--- config.mk ---
export PLATFORM = sky130hd
export DESIGN_NAME = coco_keymatrix_flat
export DESIGN_NICKNAME = d
export VERILOG_FILES = /design/src/rtl/coco_keymatrix_if.sv /design/src/rtl/coco_keymatrix.sv /design/src/flat_wrapper.sv
export SDC_FILE = /design/constraint.sdc
export NUM_CORES = 1
export LEC_CHECK = 0
export BUFFER_PORTS_ARGS = -buffer_cell sky130_fd_sc_hd__buf_2
export CAP_MARGIN = 20
export CORE_ASPECT_RATIO = 1.2
export CORE_MARGIN = 4
export CORE_UTILIZATION = 61
export DETAILED_ROUTE_END_ITERATION = 8
export PLACE_DENSITY = 0.79
export SYNTH_ARGS = -nofsm -noshare
export SYNTH_HDL_FRONTEND = slang
export SYNTH_SLANG_ARGS = --single-unit
--- constraint.sdc ---
create_clock -name clk -period 3.56 [get_ports clk]
set_clock_uncertainty 0.2 [all_clocks]
set_input_delay 0.712 -clock clk [delete_from_list [all_inputs] [get_ports clk]]
set_output_delay 0.712 -clock clk [all_outputs]
set_load 0.05 [all_outputs]
--- src/rtl/coco_keymatrix_if.sv ---
`default_nettype none
// +--------------------------------------------------------------------------+
// | coco_keymatrix_if : ps2_key / PIA keyboard port bundle for coco_keymatrix |
// | Rev 1.0                                                                   |
// +--------------------------------------------------------------------------+
interface coco_keymatrix_if #(
  parameter int ROWS = 7,
  parameter int COLS = 8
);
  logic [10:0]     ps2_key;
  logic            clear_all;
  logic [COLS-1:0] col_n;
  logic [ROWS-1:0] row_n;
  logic            key_any;
  logic            unmapped;

  modport master (output ps2_key, clear_all, col_n, input row_n, key_any, unmapped);
  modport slave  (input ps2_key, clear_all, col_n, output row_n, key_any, unmapped);
endinterface
`default_nettype wire

--- src/rtl/coco_keymatrix.sv ---
`default_nettype none
// +--------------------------------------------------------------------------+
// | coco_keymatrix : ps2_key events -> CoCo 7x8 matrix, PIA row return        |
// | Rev 1.0                                                                   |
// +--------------------------------------------------------------------------+
module coco_keymatrix #(
  parameter int ROWS  = 7,
  parameter int COLS  = 8,
  parameter int CNT_W = 3
) (
  input  wire logic         clk,
  input  wire logic         rst_n,
  coco_keymatrix_if.slave   bus
);

  localparam int                 SHIFT_ROW = 6;
  localparam int                 SHIFT_COL = 7;
  localparam logic [1:0]         MOD_NONE  = 2'b00;
  localparam logic [1:0]         MOD_FORCE = 2'b01;
  localparam logic [1:0]         MOD_SUPP  = 2'b10;
  localparam logic [1:0]         SEL_NONE  = 2'b00;
  localparam logic [1:0]         SEL_LSH   = 2'b01;
  localparam logic [1:0]         SEL_RSH   = 2'b10;
  localparam logic [CNT_W-1:0]   CNT_ONE   = {{(CNT_W-1){1'b0}}, 1'b1};
  localparam logic [CNT_W-1:0]   CNT_MAX   = {CNT_W{1'b1}};

  // S1: toggle detect
  logic       init_q, init_d;
  logic       tog_q, tog_d;
  logic       s1_vld_q, s1_vld_d;
  logic       s1_pr_q, s1_pr_d;
  logic       s1_ext_q, s1_ext_d;
  logic [7:0] s1_code_q, s1_code_d;

  // S2: lookup result
  logic       s2_vld_q, s2_vld_d;
  logic       s2_pr_q, s2_pr_d;
  logic       s2_hit_q, s2_hit_d;
  logic [2:0] s2_row_q, s2_row_d;
  logic [2:0] s2_col_q, s2_col_d;
  logic [1:0] s2_mod_q, s2_mod_d;
  logic [1:0] s2_sel_q, s2_sel_d;

  // S3: matrix state
  logic [ROWS-1:0][COLS-1:0] key_q, key_d;
  logic                      lshift_q, lshift_d;
  logic                      rshift_q, rshift_d;
  logic [CNT_W-1:0]          fcnt_q, fcnt_d;
  logic [CNT_W-1:0]          scnt_q, scnt_d;
  logic                      unmapped_q, unmapped_d;

  // Output registers
  logic [ROWS-1:0]           row_n_q, row_n_d;
  logic                      key_any_q, key_any_d;

  logic                      lk_hit;
  logic [5:0]                lk_rc;
  logic [1:0]                lk_mod;
  logic [1:0]                lk_sel;
  logic                      held;
  logic                      shift_eff;
  logic [ROWS-1:0][COLS-1:0] mat;

  always_comb begin
    init_d    = 1'b1;
    tog_d     = tog_q;
    s1_vld_d  = 1'b0;
    s1_pr_d   = s1_pr_q;
    s1_ext_d  = s1_ext_q;
    s1_code_d = s1_code_q;
    // First clock out of reset only learns the toggle phase.
    if (!init_q) begin
      tog_d = bus.ps2_key[10];
    end else if (bus.ps2_key[10] != tog_q) begin
      tog_d     = bus.ps2_key[10];
      s1_vld_d  = ~bus.clear_all;
      s1_pr_d   = bus.ps2_key[9];
      s1_ext_d  = bus.ps2_key[8];
      s1_code_d = bus.ps2_key[7:0];
    end
  end

  // Scan code table; lk_rc is {row,col} written in octal.
  always_comb begin
    lk_hit = 1'b1;
    lk_rc  = 6'o00;
    lk_mod = MOD_NONE;
    lk_sel = SEL_NONE;
    if (s1_ext_q) begin
      case (s1_code_q)
        8'h75:   lk_rc = 6'o33;
        8'h72:   lk_rc = 6'o34;
        8'h6B:   lk_rc = 6'o35;
        8'h74:   lk_rc = 6'o36;
        8'h6C:   lk_rc = 6'o61;
        8'h5A:   lk_rc = 6'o60;
        default: lk_hit = 1'b0;
      endcase
    end else begin
      case (s1_code_q)
        8'h0E: lk_rc = 6'o00;  8'h1C: lk_rc = 6'o01;  8'h32: lk_rc = 6'o02;
        8'h21: lk_rc = 6'o03;  8'h23: lk_rc = 6'o04;  8'h24: lk_rc = 6'o05;
        8'h2B: lk_rc = 6'o06;  8'h34: lk_rc = 6'o07;
        8'h33: lk_rc = 6'o10;  8'h43: lk_rc = 6'o11;  8'h3B: lk_rc = 6'o12;
        8'h42: lk_rc = 6'o13;  8'h4B: lk_rc = 6'o14;  8'h3A: lk_rc = 6'o15;
        8'h31: lk_rc = 6'o16;  8'h44: lk_rc = 6'o17;
        8'h4D: lk_rc = 6'o20;  8'h15: lk_rc = 6'o21;  8'h2D: lk_rc = 6'o22;
        8'h1B: lk_rc = 6'o23;  8'h2C: lk_rc = 6'o24;  8'h3C: lk_rc = 6'o25;
        8'h2A: lk_rc = 6'o26;  8'h1D: lk_rc = 6'o27;
        8'h22: lk_rc = 6'o30;  8'h35: lk_rc = 6'o31;  8'h1A: lk_rc = 6'o32;
        8'h66: lk_rc = 6'o35;  8'h29: lk_rc = 6'o37;
        8'h45: lk_rc = 6'o40;  8'h16: lk_rc = 6'o41;  8'h1E: lk_rc = 6'o42;
        8'h26: lk_rc = 6'o43;  8'h25: lk_rc = 6'o44;  8'h2E: lk_rc = 6'o45;
        8'h36: lk_rc = 6'o46;  8'h3D: lk_rc = 6'o47;
        8'h52: begin lk_rc = 6'o47; lk_mod = MOD_FORCE; end
        8'h3E: lk_rc = 6'o50;  8'h46: lk_rc = 6'o51;
        8'h4C: begin lk_rc = 6'o52; lk_mod = MOD_SUPP;  end
        8'h41: lk_rc = 6'o54;  8'h4E: lk_rc = 6'o55;
        8'h55: begin lk_rc = 6'o55; lk_mod = MOD_FORCE; end
        8'h49: lk_rc = 6'o56;  8'h4A: lk_rc = 6'o57;
        8'h5A: lk_rc = 6'o60;  8'h76: lk_rc = 6'o62;
        8'h12: begin lk_rc = 6'o67; lk_sel = SEL_LSH;   end
        8'h59: begin lk_rc = 6'o67; lk_sel = SEL_RSH;   end
        default: lk_hit = 1'b0;
      endcase
    end
  end

  always_comb begin
    s2_vld_d = s1_vld_q & ~bus.clear_all;
    s2_pr_d  = s1_pr_q;
    s2_hit_d = lk_hit;
    s2_row_d = lk_rc[5:3];
    s2_col_d = lk_rc[2:0];
    s2_mod_d = lk_mod;
    s2_sel_d = lk_sel;
  end

  // Counts move only on real press/release transitions, so typematic
  // repeats and stray releases leave the shift overrides untouched.
  always_comb begin
    key_d      = key_q;
    lshift_d   = lshift_q;
    rshift_d   = rshift_q;
    fcnt_d     = fcnt_q;
    scnt_d     = scnt_q;
    unmapped_d = 1'b0;
    held       = key_q[s2_row_q][s2_col_q];
    if (bus.clear_all) begin
      key_d    = '0;
      lshift_d = 1'b0;
      rshift_d = 1'b0;
      fcnt_d   = '0;
      scnt_d   = '0;
    end else if (s2_vld_q) begin
      if (!s2_hit_q) begin
        unmapped_d = s2_pr_q;
      end else if (s2_sel_q == SEL_LSH) begin
        lshift_d = s2_pr_q;
      end else if (s2_sel_q == SEL_RSH) begin
        rshift_d = s2_pr_q;
      end else if (s2_pr_q != held) begin
        key_d[s2_row_q][s2_col_q] = s2_pr_q;
        if (s2_mod_q == MOD_FORCE) begin
          if (s2_pr_q && fcnt_q != CNT_MAX)     fcnt_d = fcnt_q + CNT_ONE;
          else if (!s2_pr_q && fcnt_q != '0)    fcnt_d = fcnt_q - CNT_ONE;
        end else if (s2_mod_q == MOD_SUPP) begin
          if (s2_pr_q && scnt_q != CNT_MAX)     scnt_d = scnt_q + CNT_ONE;
          else if (!s2_pr_q && scnt_q != '0)    scnt_d = scnt_q - CNT_ONE;
        end
      end
    end
  end

  assign shift_eff = (lshift_q | rshift_q | (fcnt_q != '0)) &
                     ~((scnt_q != '0) & (fcnt_q == '0));

  always_comb begin
    mat                       = key_q;
    mat[SHIFT_ROW][SHIFT_COL] = shift_eff;
    for (int r = 0; r < ROWS; r++) begin
      row_n_d[r] = ~|(mat[r] & ~bus.col_n);
    end
    key_any_d = |mat;
  end

  always_ff @(posedge clk or negedge rst_n) begin
    if (!rst_n) begin
      init_q     <= 1'b0;
      tog_q      <= 1'b0;
      s1_vld_q   <= 1'b0;
      s1_pr_q    <= 1'b0;
      s1_ext_q   <= 1'b0;
      s1_code_q  <= '0;
      s2_vld_q   <= 1'b0;
      s2_pr_q    <= 1'b0;
      s2_hit_q   <= 1'b0;
      s2_row_q   <= '0;
      s2_col_q   <= '0;
      s2_mod_q   <= MOD_NONE;
      s2_sel_q   <= SEL_NONE;
      key_q      <= '0;
      lshift_q   <= 1'b0;
      rshift_q   <= 1'b0;
      fcnt_q     <= '0;
      scnt_q     <= '0;
      unmapped_q <= 1'b0;
      row_n_q    <= '1;
      key_any_q  <= 1'b0;
    end else begin
      init_q     <= init_d;
      tog_q      <= tog_d;
      s1_vld_q   <= s1_vld_d;
      s1_pr_q    <= s1_pr_d;
      s1_ext_q   <= s1_ext_d;
      s1_code_q  <= s1_code_d;
      s2_vld_q   <= s2_vld_d;
      s2_pr_q    <= s2_pr_d;
      s2_hit_q   <= s2_hit_d;
      s2_row_q   <= s2_row_d;
      s2_col_q   <= s2_col_d;
      s2_mod_q   <= s2_mod_d;
      s2_sel_q   <= s2_sel_d;
      key_q      <= key_d;
      lshift_q   <= lshift_d;
      rshift_q   <= rshift_d;
      fcnt_q     <= fcnt_d;
      scnt_q     <= scnt_d;
      unmapped_q <= unmapped_d;
      row_n_q    <= row_n_d;
      key_any_q  <= key_any_d;
    end
  end

  assign bus.row_n    = row_n_q;
  assign bus.key_any  = key_any_q;
  assign bus.unmapped = unmapped_q;

endmodule
`default_nettype wire

--- src/flat_wrapper.sv ---
// flat-port wrapper written by rule: the top's interface ports become plain ports
module coco_keymatrix_flat 
#(
  parameter int ROWS  = 7,
  parameter int COLS  = 8,
  parameter int CNT_W = 3
)
  (clk, rst_n, bus_ps2_key, bus_clear_all, bus_col_n, bus_row_n, bus_key_any, bus_unmapped);
  coco_keymatrix_if #(.ROWS(ROWS), .COLS(COLS)) bus_i ();
  input  wire logic clk;
  input  wire logic rst_n;
  input wire logic [$bits(bus_i.ps2_key)-1:0] bus_ps2_key;
  input wire logic [$bits(bus_i.clear_all)-1:0] bus_clear_all;
  input wire logic [$bits(bus_i.col_n)-1:0] bus_col_n;
  output wire logic [$bits(bus_i.row_n)-1:0] bus_row_n;
  output wire logic [$bits(bus_i.key_any)-1:0] bus_key_any;
  output wire logic [$bits(bus_i.unmapped)-1:0] bus_unmapped;
  assign bus_i.ps2_key = bus_ps2_key;
  assign bus_i.clear_all = bus_clear_all;
  assign bus_i.col_n = bus_col_n;
  assign bus_row_n = bus_i.row_n;
  assign bus_key_any = bus_i.key_any;
  assign bus_unmapped = bus_i.unmapped;
  coco_keymatrix #(.ROWS(ROWS), .COLS(COLS), .CNT_W(CNT_W)) u_core (.clk(clk), .rst_n(rst_n), .bus(bus_i));
endmodule
==> results of run 1 <==
flip-flops by register name, indices dropped and copies added, names as in the netlist, 2 cells and up:
signal            cells
u_core.bus.row_n      7
u_core.s2_col_q       3
u_core.s2_row_q       3
u_core.s2_sel_q       2
u_core.fcnt_q         3
u_core.s1_code_q      8
u_core.key_q         56
u_core.scnt_q         3
u_core.s2_mod_q       2
cell type report:
class                      count  share of cell area
sequential                    99              0.3310
inverter                      68             0.03398
tap                          132             0.02199
multi-input combinational    588              0.5141
clock inverter                 6            0.009495
timing repair buffer          65             0.05764
clock buffer                  10             0.03182
worst paths after layout:
kind / start / depth (start not counted) / endpoint / slack (ns)
worst max-delay path: u_core.s2_row_q[1] / 8 / u_core.key_q[3] / 0.21
worst min-delay path: rst_n / 1 / u_core.key_q[50] / 0.06
worst max register to register: u_core.s2_row_q[1] / 8 / u_core.key_q[3] / 0.21
worst min register to register: u_core.s1_pr_q / 0 / u_core.s2_pr_q / 0.19
max in group asynchronous: rst_n / 3 / u_core.s1_code_q[1] / 2.23
min in group clk: u_core.s1_pr_q / 0 / u_core.s2_pr_q / 0.19
routing by layer:
| metal | wire length (um) | share of wire | vias up |
|---|---|---|---|
| li1 | - | - | 3126 |
| met1 | 8255 | 0.34 | 3408 |
| met2 | 11630 | 0.47 | 574 |
| met3 | 2421 | 0.098 | 161 |
| met4 | 2316 | 0.094 | 0 |
| met5 | 0 | 0 | - |
placed cells by master (no fill, tap or decap), types with 4 or more instances in the layout:
cell type / instances
nand4_1: 9
nor3_1: 20
nand4b_1: 4
o2111ai_1: 4
mux2_2: 13
nor2_1: 98
xnor2_1: 4
buf_4: 34
nor4_1: 32
nand2_1: 51
nand3_1: 16
o21bai_1: 7
a32oi_1: 50
nor2b_1: 13
a21oi_1: 11
and3_1: 10
clkbuf_16: 9
a32o_1: 7
inv_1: 67
mux4_2: 4
dfrtp_1: 92
a31oi_1: 33
a221o_1: 6
nor4b_2: 4
o21ai_0: 27
dfstp_2: 7
mux2i_1: 12
or3_1: 9
mux2_1: 4
o31ai_1: 22
o22ai_1: 36
a22oi_1: 11
buf_2: 30
nand2b_1: 14
a21o_1: 10
where the power goes:
| part | internal [mW] | total (mW) | leakage [nW] | switching [mW] |
|---|---|---|---|---|
| sequential | 1.22 | 1.41 | 1.31 | 0.183 |
| clock | 0.572 | 1.03 | 0.151 | 0.458 |
| combinational | 0.415 | 1.27 | 1.62 | 0.854 |
kinds of logic (layout without fill, tap and decap cells):
logic type	count (synthesis)	in the layout	share of synthesized area
simple gates	300	300	0.2257
compound gates	245	245	0.2628
buf+inv	132	149	0.07396
flops	99	99	0.3629
mux	34	34	0.06063
xor+xnor	6	6	0.007670
fa+ha+maj	2	2	0.005844
other cells	1	1	0.0005473
stage by stage:
step           hold slack (ns)  cells    util  power [mW]
2_1_floorplan           0.1486    819       -       2.233
3_3_place_gp            0.1563    950  0.6493       2.611
4_1_cts                 0.1902    967  0.6779       3.655
6_report               0.05516    968  0.6806       3.706
5_1_grt                0.07320    968  0.6806       3.845
3_5_place_dp            0.1734    951  0.6498       2.635
==> metrics.txt, run 1 <==
setup TNS=0 ns; Initial Util=0.6209; Max Cap Violations=0; residual antenna-violating net count after detailed routing=0; total grt overflow=0; cell count after synthesis=819; layout cells sized above 1=0.1411; final worst slack=0.2109 ns; Crit path arrival time=3.39 ns; initial antenna violation count=0; worst hold-check path type=in2async; vias in the first global route=6,929; dpl ws=0.2101 ns; met1 Resource Use GR=0.4334; Register Area=0.002486 mm2; GRT met2 Usage=0.6300; Most used DFF post-synth=dfrtp_1; top cells by count, synth=nor2_1 (98), dfrtp_1 (92), inv_1 (67), nand2_1 (51), a32oi_1 (50); number of setup violations in the final report=0; clock transition at the registers of the reported paths=0.07 ns; drt total wl=24,620 um; # fillers=901; Synth area leader=dfrtp_1; met3 Usage GRT=0.05547; Crit Path Class=reg2reg; Slew HR=0.2925; CTS tree=done; setup bufs post-CTS=0; Data required, critical path=3.60 ns; Largest stage delay, worst path=0.70 ns; largest net degree at the start of global routing=90; clock tree buffer depth=2; Mapped Area=0.006852 mm2; H-tree levels=3; area taken by multi-input logic gates=0.003861 mm2; global-route usage over all layers=0.3794; top-count cell post-synth=nor2_1; die width=104.7 um; sequential area share after synthesis=0.3629; RSZ-0062 raised after global routing=no; Final Hold Fails=0; Startpoint Class=register; VDD IR max=0.0002688 V; Post-DP Area=0.007171 mm2; initial drt markers=941; CTS resizes=0; CTS hold repair buffers=0; Seq cells post-synth=99; Slowest cell on crit path=dfrtp_1; DR vias=7,269; clk sinks=99; outcome=finished, final reports clean; CTS Buf Count=9; fin crit share=0.9408; Worst Setup End Kind=register; Most Crowded Layer GR=met2; gp weighted congestion=1.006; Min Clock Period, post-route=3.349 ns; Max Slew Vio Count=0; Layout area overhead=9.624%; power per cell area=493.4 mW/mm2; EDFF count, synth=0; port bufs=30; routed len/inst=25.44 um; Crit path max-delay family=compound AO/OA/AOI/OAI gates; CP Buf/Inv Count=1; library cells used by synthesis=68; CP max FO=15; DR pass1 iterations=6; post-DR vias/cell=7.509; number of placement rows=42; fmax=298.6 MHz; Diodes inserted=0; Area contributors post-synth=dfrtp_1 (34%), a32oi_1 (6.4%), nor2_1 (5.4%); DP Wirelength=18,020 um; post-route DRC violation count=0; Root Buffer=clkbuf_16; syn avg cell area=8.366 um2; final-stage net count=855; Yosys top cell area share=0.3360; worst skew pair latency=0.36 ns; fin area=0.007511 mm2; leakage power=3.080 nW; ys async rst share=1.000; Yosys warnings=0; die area=0.01300 mm2; core area=0.01104 mm2; synthesized net count=843; I/O pin cnt=31; CP Cell Sequence=mux2_1, a221o_1, o2111ai_1, nand4_1, buf_4, o21ai_0, or4b_1, a21o_1; Tightest Pin Transition=1.059 ns; DIE HEIGHT=124.1 um; first-pass GRT wire length=37,960 um
(Power assumes the default switching activity.)
==> inputs of run 2 (changes only) <==
CORE_UTILIZATION = 50   (was 61)
PLACE_DENSITY = 0.7   (was 0.79)
clock period = 3 ns   (was 3.56 ns; I/O delays follow)
==> run 2 against run 1 <==
Against the previous run: the flow now finishes with violations (negative setup slack); via count is 1.8% higher; total power is 26% higher; worst hold slack better by 0.10 ns; setup slack worse by 0.26 ns; sequential share of layout area is 2.2 points lower; non-clock buffer count is 56 higher; largest cell class unchanged.
==> metrics.txt, run 2 (synthesized netlist as in run 1, its figures left out) <==
outcome=finished, violations left; failing checks=negative setup slack; post-DR vias/cell=6.981; fin cells=1,060; R2R setup slack=-0.05 ns; Worst Setup End Kind=register; die area=0.01565 mm2; leakage power=3.379 nW; die width=114.9 um; Tightest Pin Transition=0.7676 ns; Max Slew Vio Count=0; R2R Path Start=u_core.s2_row_q[1]; DR pass1 iterations=8; Diodes inserted=0; reg2reg path depth=10; CTS tree=done; routed len/inst=25.49 um; Final Util=0.6036; Min Clock Period, post-route=3.045 ns; placed cells=1,034; initial antenna violation count=0; Startpoint Class=register; vias in the first global route=7,188; final-stage net count=911; Hold Path Sink=u_core.tog_q; most frequent cells in the layout=nor2_1 (98), dfrtp_1 (91), buf_4 (82), inv_1 (67), nand2_1 (51); H-tree levels=3; residual antenna-violating net count after detailed routing=0; CP max FO=7; number of placement rows=46; VDD IR max=0.0005011 V; global-route usage over all layers=0.3455; Final Hold Fails=0; commonest non-fill, non-tap cell in the layout=nor2_1; drt total wl=27,020 um; number of setup violations in the final report=21; fin crit share=1.015; clock tree buffer depth=2; setup TNS=-0.3724 ns; initial drt markers=1,060; first-pass GRT wire length=40,770 um; clock transition at the registers of the reported paths=0.08 ns; Hold Path Origin=bus_ps2_key[10]; Root Buffer=clkbuf_16; port bufs=30; register with the most flip-flops=u_core.key_q; # fillers=1,195; Max Cap Violations=0; power per cell area=581.3 mW/mm2; Crit Path Class=reg2reg; DIE HEIGHT=136.2 um; Slew HR=0.4864; Reg-to-Reg End=u_core.key_q[46]; layout cells sized above 1=0.1984; core area=0.01335 mm2; largest net degree at the start of global routing=85; Crit path arrival time=3.06 ns; I/O pin cnt=31; Register Area=0.002487 mm2; CTS Buf Count=9; RSZ-0062 raised after global routing=yes; clk sinks=99; final hold slack=0.1571 ns; final worst slack=-0.04541 ns; Layout area overhead=17.64%; worst skew pair latency=0.36 ns; total grt overflow=0; area taken by multi-input logic gates=0.003896 mm2; gp weighted congestion=1.060; DR vias=7,400; Initial Util=0.5131; worst hold-check path type=in2reg; fmax=328.4 MHz; Data required, critical path=3.02 ns; post-route DRC violation count=0; WHS Path Cells=1; max FFs per register=56; DP Wirelength=19,680 um
## run 2: per-stage QoR
step | worst slack [ns] | power [mW] | instance area (um2)
after global placement | 0.02099 | 3.285 | 7584
after global routing | -0.1566 | 4.878 | 8060
after floorplan | 0.04683 | 2.649 | 6852
final | -0.04541 | 4.685 | 8060
after CTS | 0.004897 | 4.488 | 7901
after detailed placement | -0.04278 | 3.303 | 7584
## run 2: critical path, cell delays in order (launching register included)
cell and delay [ns]:
dfrtp_1 0.39, buf_6 0.16, mux2_2 0.33, a221o_1 0.31
a22oi_1 0.21, o211ai_1 0.17, a211oi_4 0.40, mux2i_4 0.32
buf_6 0.17, buf_8 0.14, a31oi_1 0.09
## run 2: how the worst max path moves through the flow
stage	to	startpoint	slack, ns
5_1_grt	u_core.key_q[46]	u_core.s2_row_q[1]	-0.16
3_3_place_gp	u_core.key_q[43]	u_core.s2_row_q[1]	0.02
6_report	u_core.key_q[46]	u_core.s2_row_q[1]	-0.05
2_1_floorplan	u_core.key_q[10]	u_core.s2_row_q[0]	0.05
3_5_place_dp	u_core.key_q[42]	u_core.s2_row_q[0]	-0.04
4_1_cts	u_core.key_q[43]	u_core.s2_row_q[1]	0.005
## run 2: where the power goes
part | switching (mW) | internal, mW | leakage, nW | total [mW]
clock | 0.594 | 0.596 | 0.150 | 1.19
combinational | 1.17 | 0.685 | 1.92 | 1.85
sequential | 0.188 | 1.45 | 1.31 | 1.64
## run 2: final cells by class
cell class | instances | area share
Clock buffer | 9 | 0.02794
Sequential cell | 99 | 0.3086
Multi-Input combinational cell | 588 | 0.4834
Timing Repair Buffer | 121 | 0.1122
Inverter | 68 | 0.03167
Tap cell | 168 | 0.02608
Clock inverter | 7 | 0.01009
## run 2: per-layer routing
metal	track usage	part of all wire	vias to the layer above
li1	-	-	3244
met3	0.07391	0.093	130
met2	0.5618	0.47	512
met5	0	0	-
met1	0.4016	0.35	3514
met4	0.2433	0.079	0
## run 2: timing repair
item,CTS,global route
endpoints found under the setup margin,30,48
gates cloned,0,2
hold endpoints to repair,15,0
gates resized for setup,1,19
hold buffers,1,0
pin swaps,1,3
setup buffers,0,7
==> inputs of run 3 (changes only) <==
BUFFER_PORTS_ARGS = -buffer_cell sky130_fd_sc_hd__clkbuf_2   (was -buffer_cell sky130_fd_sc_hd__buf_2)
PLACE_DENSITY = 0.68   (was 0.7)
==> run 3 against run 2 <==
Against the previous run: the flow now finishes without violations; largest power group unchanged; maximum frequency rose by 1.5%; worst hold slack got worse by 0.14 ns; clock power barely moved; critical path type unchanged; flip-flop and latch count did not move; register-to-register slack improved by 0.05 ns.
==> metrics.txt, run 3 (synthesized netlist as in run 1, its figures left out) <==
Psw=1.928 mW; H-tree levels=3; VDD IR max=0.0003913 V; Startpoint Class=register; setup TNS=0 ns; Data required, critical path=3.05 ns; post-route DRC violation count=0; reg2reg path depth=6; gp weighted congestion=1.023; Max Cap Violations=0; Crit path arrival time=3.05 ns; clock transition at the registers of the reported paths=0.08 ns; I/O pin cnt=31; RSZ-0062 raised after global routing=yes; core area=0.01335 mm2; Slowest cell on crit path=or4b_1; post-DR vias/cell=7.057; initial drt markers=1,090; Sw Share=0.4123; Layout area overhead=17.37%; clk sinks=99; die width=114.9 um; Combinational Power Share=0.406; power per cell area=581.4 mW/mm2; Min Clock Period, post-route=3.000 ns; CP max FO=8; Stages on worst setup path=6; Crit path max-delay family=simple AND/OR/NAND/NOR gates; R2R Path Start=u_core.s2_row_q[0]; Pint=2.748 mW; die area=0.01565 mm2; Sequential Power Share=0.345; most frequent cells in the layout=nor2_1 (98), dfrtp_1 (90), buf_4 (70), inv_1 (67), nand2_1 (51); Slew HR=0.4613; worst skew pair latency=0.36 ns; placed cells=1,025; Max Slew Vio Count=0; leakage power=3.345 nW; number of setup violations in the final report=0; Root Buffer=clkbuf_16; final-stage net count=901; total grt overflow=0; Final Power=4.676 mW; Post-DP Area=0.007553 mm2; Largest stage delay, worst path=0.70 ns; fin crit share=0.9999; clock tree buffer depth=2; CTS tree=done; Final Util=0.6022; clock share of power=0.249; first-pass GRT wire length=40,490 um; Critical Path Most Common Cell=a21o_1; fmax=333.4 MHz; DR pass1 iterations=6; CP Buf/Inv Count=0; R2R setup slack=0.0003 ns; worst hold-check path type=in2async; DIE HEIGHT=136.2 um; register with the most flip-flops=u_core.key_q; fin cells=1,050; vias in the first global route=7,162; routed len/inst=25.16 um; fin area=0.008041 mm2; residual antenna-violating net count after detailed routing=0; Diodes inserted=0; number of placement rows=46; Tightest Pin Transition=0.8050 ns; outcome=finished, final reports clean; port bufs=30; Crit Path Class=reg2reg; layout cells sized above 1=0.1950; drt total wl=26,420 um; commonest non-fill, non-tap cell in the layout=nor2_1; Final Hold Fails=0; DP Wirelength=19,130 um; CTS Buf Count=9; largest net degree at the start of global routing=47; CP Cell Sequence=mux4_2, a21o_1, a221oi_2, nor3_1, or4b_1, a21o_1; global-route usage over all layers=0.3373; initial antenna violation count=0; Initial Util=0.5131; max FFs per register=56; Worst Setup End Kind=register; Reg-to-Reg End=u_core.key_q[43]; DR vias=7,410
==> run 3: cell type report <==
class / count / area (um2)
repair buffers: 111 / 875.8
fillers: 1174 / 5311
flip-flops and latches: 99 / 2489
well taps: 168 / 210.2
inverters: 68 / 255.2
clock buffers: 9 / 225.2
multi-input cells: 588 / 3916
clock inverters: 7 / 70.07
==> run 3: layer usage <==
metal	wire [um]	global-route usage	part of all wire
met3	2783	0.06011	0.11
met5	0	0	0
met4	1918	0.2185	0.073
met2	12430	0.5418	0.47
met1	9285	0.4137	0.35
==> run 3: worst max-delay path by stage <==
stage / startpoint / endpoint / slack, ns
after detailed placement: u_core.s2_row_q[0] / u_core.key_q[21] / -0.08
after global placement: u_core.s2_row_q[0] / u_core.key_q[29] / -0.05
final: u_core.s2_row_q[0] / u_core.key_q[43] / 0.0003
after global routing: u_core.s2_row_q[1] / u_core.key_q[55] / -0.08
after CTS: u_core.s2_row_q[1] / u_core.key_q[10] / 0.02
after floorplan: u_core.s2_row_q[0] / u_core.key_q[10] / 0.05
==> run 3: power groups by stage <==
stage	clock network, mW	logic, mW	registers [mW]
floorplan	0	1.02	1.63
global placement	0	1.68	1.63
detailed placement	0	1.69	1.63
CTS	1.19	1.69	1.60
global route	1.24	2.00	1.62
finish	1.16	1.90	1.61
==> run 3: repair_timing <==
| item | 4_1_cts | 5_1_grt |
|---|---|---|
| pin swaps | 0 | 1 |
| endpoints found under the hold margin | 0 | 0 |
| setup buffers | 0 | 6 |
| gates cloned | 0 | 3 |
| setup endpoints to repair | 45 | 52 |
| gates resized for setup | 1 | 21 |
| hold buffers | 0 | 0 |
==> run 3: through the flow <==
step	hold slack (ns)	setup WS, ns
final	0.01798	0.0002818
after floorplan	0.1044	0.04683
after global routing	0.06720	-0.08040
after global placement	0.1577	-0.04707
after CTS	0.03868	0.01534
after detailed placement	0.1767	-0.08316
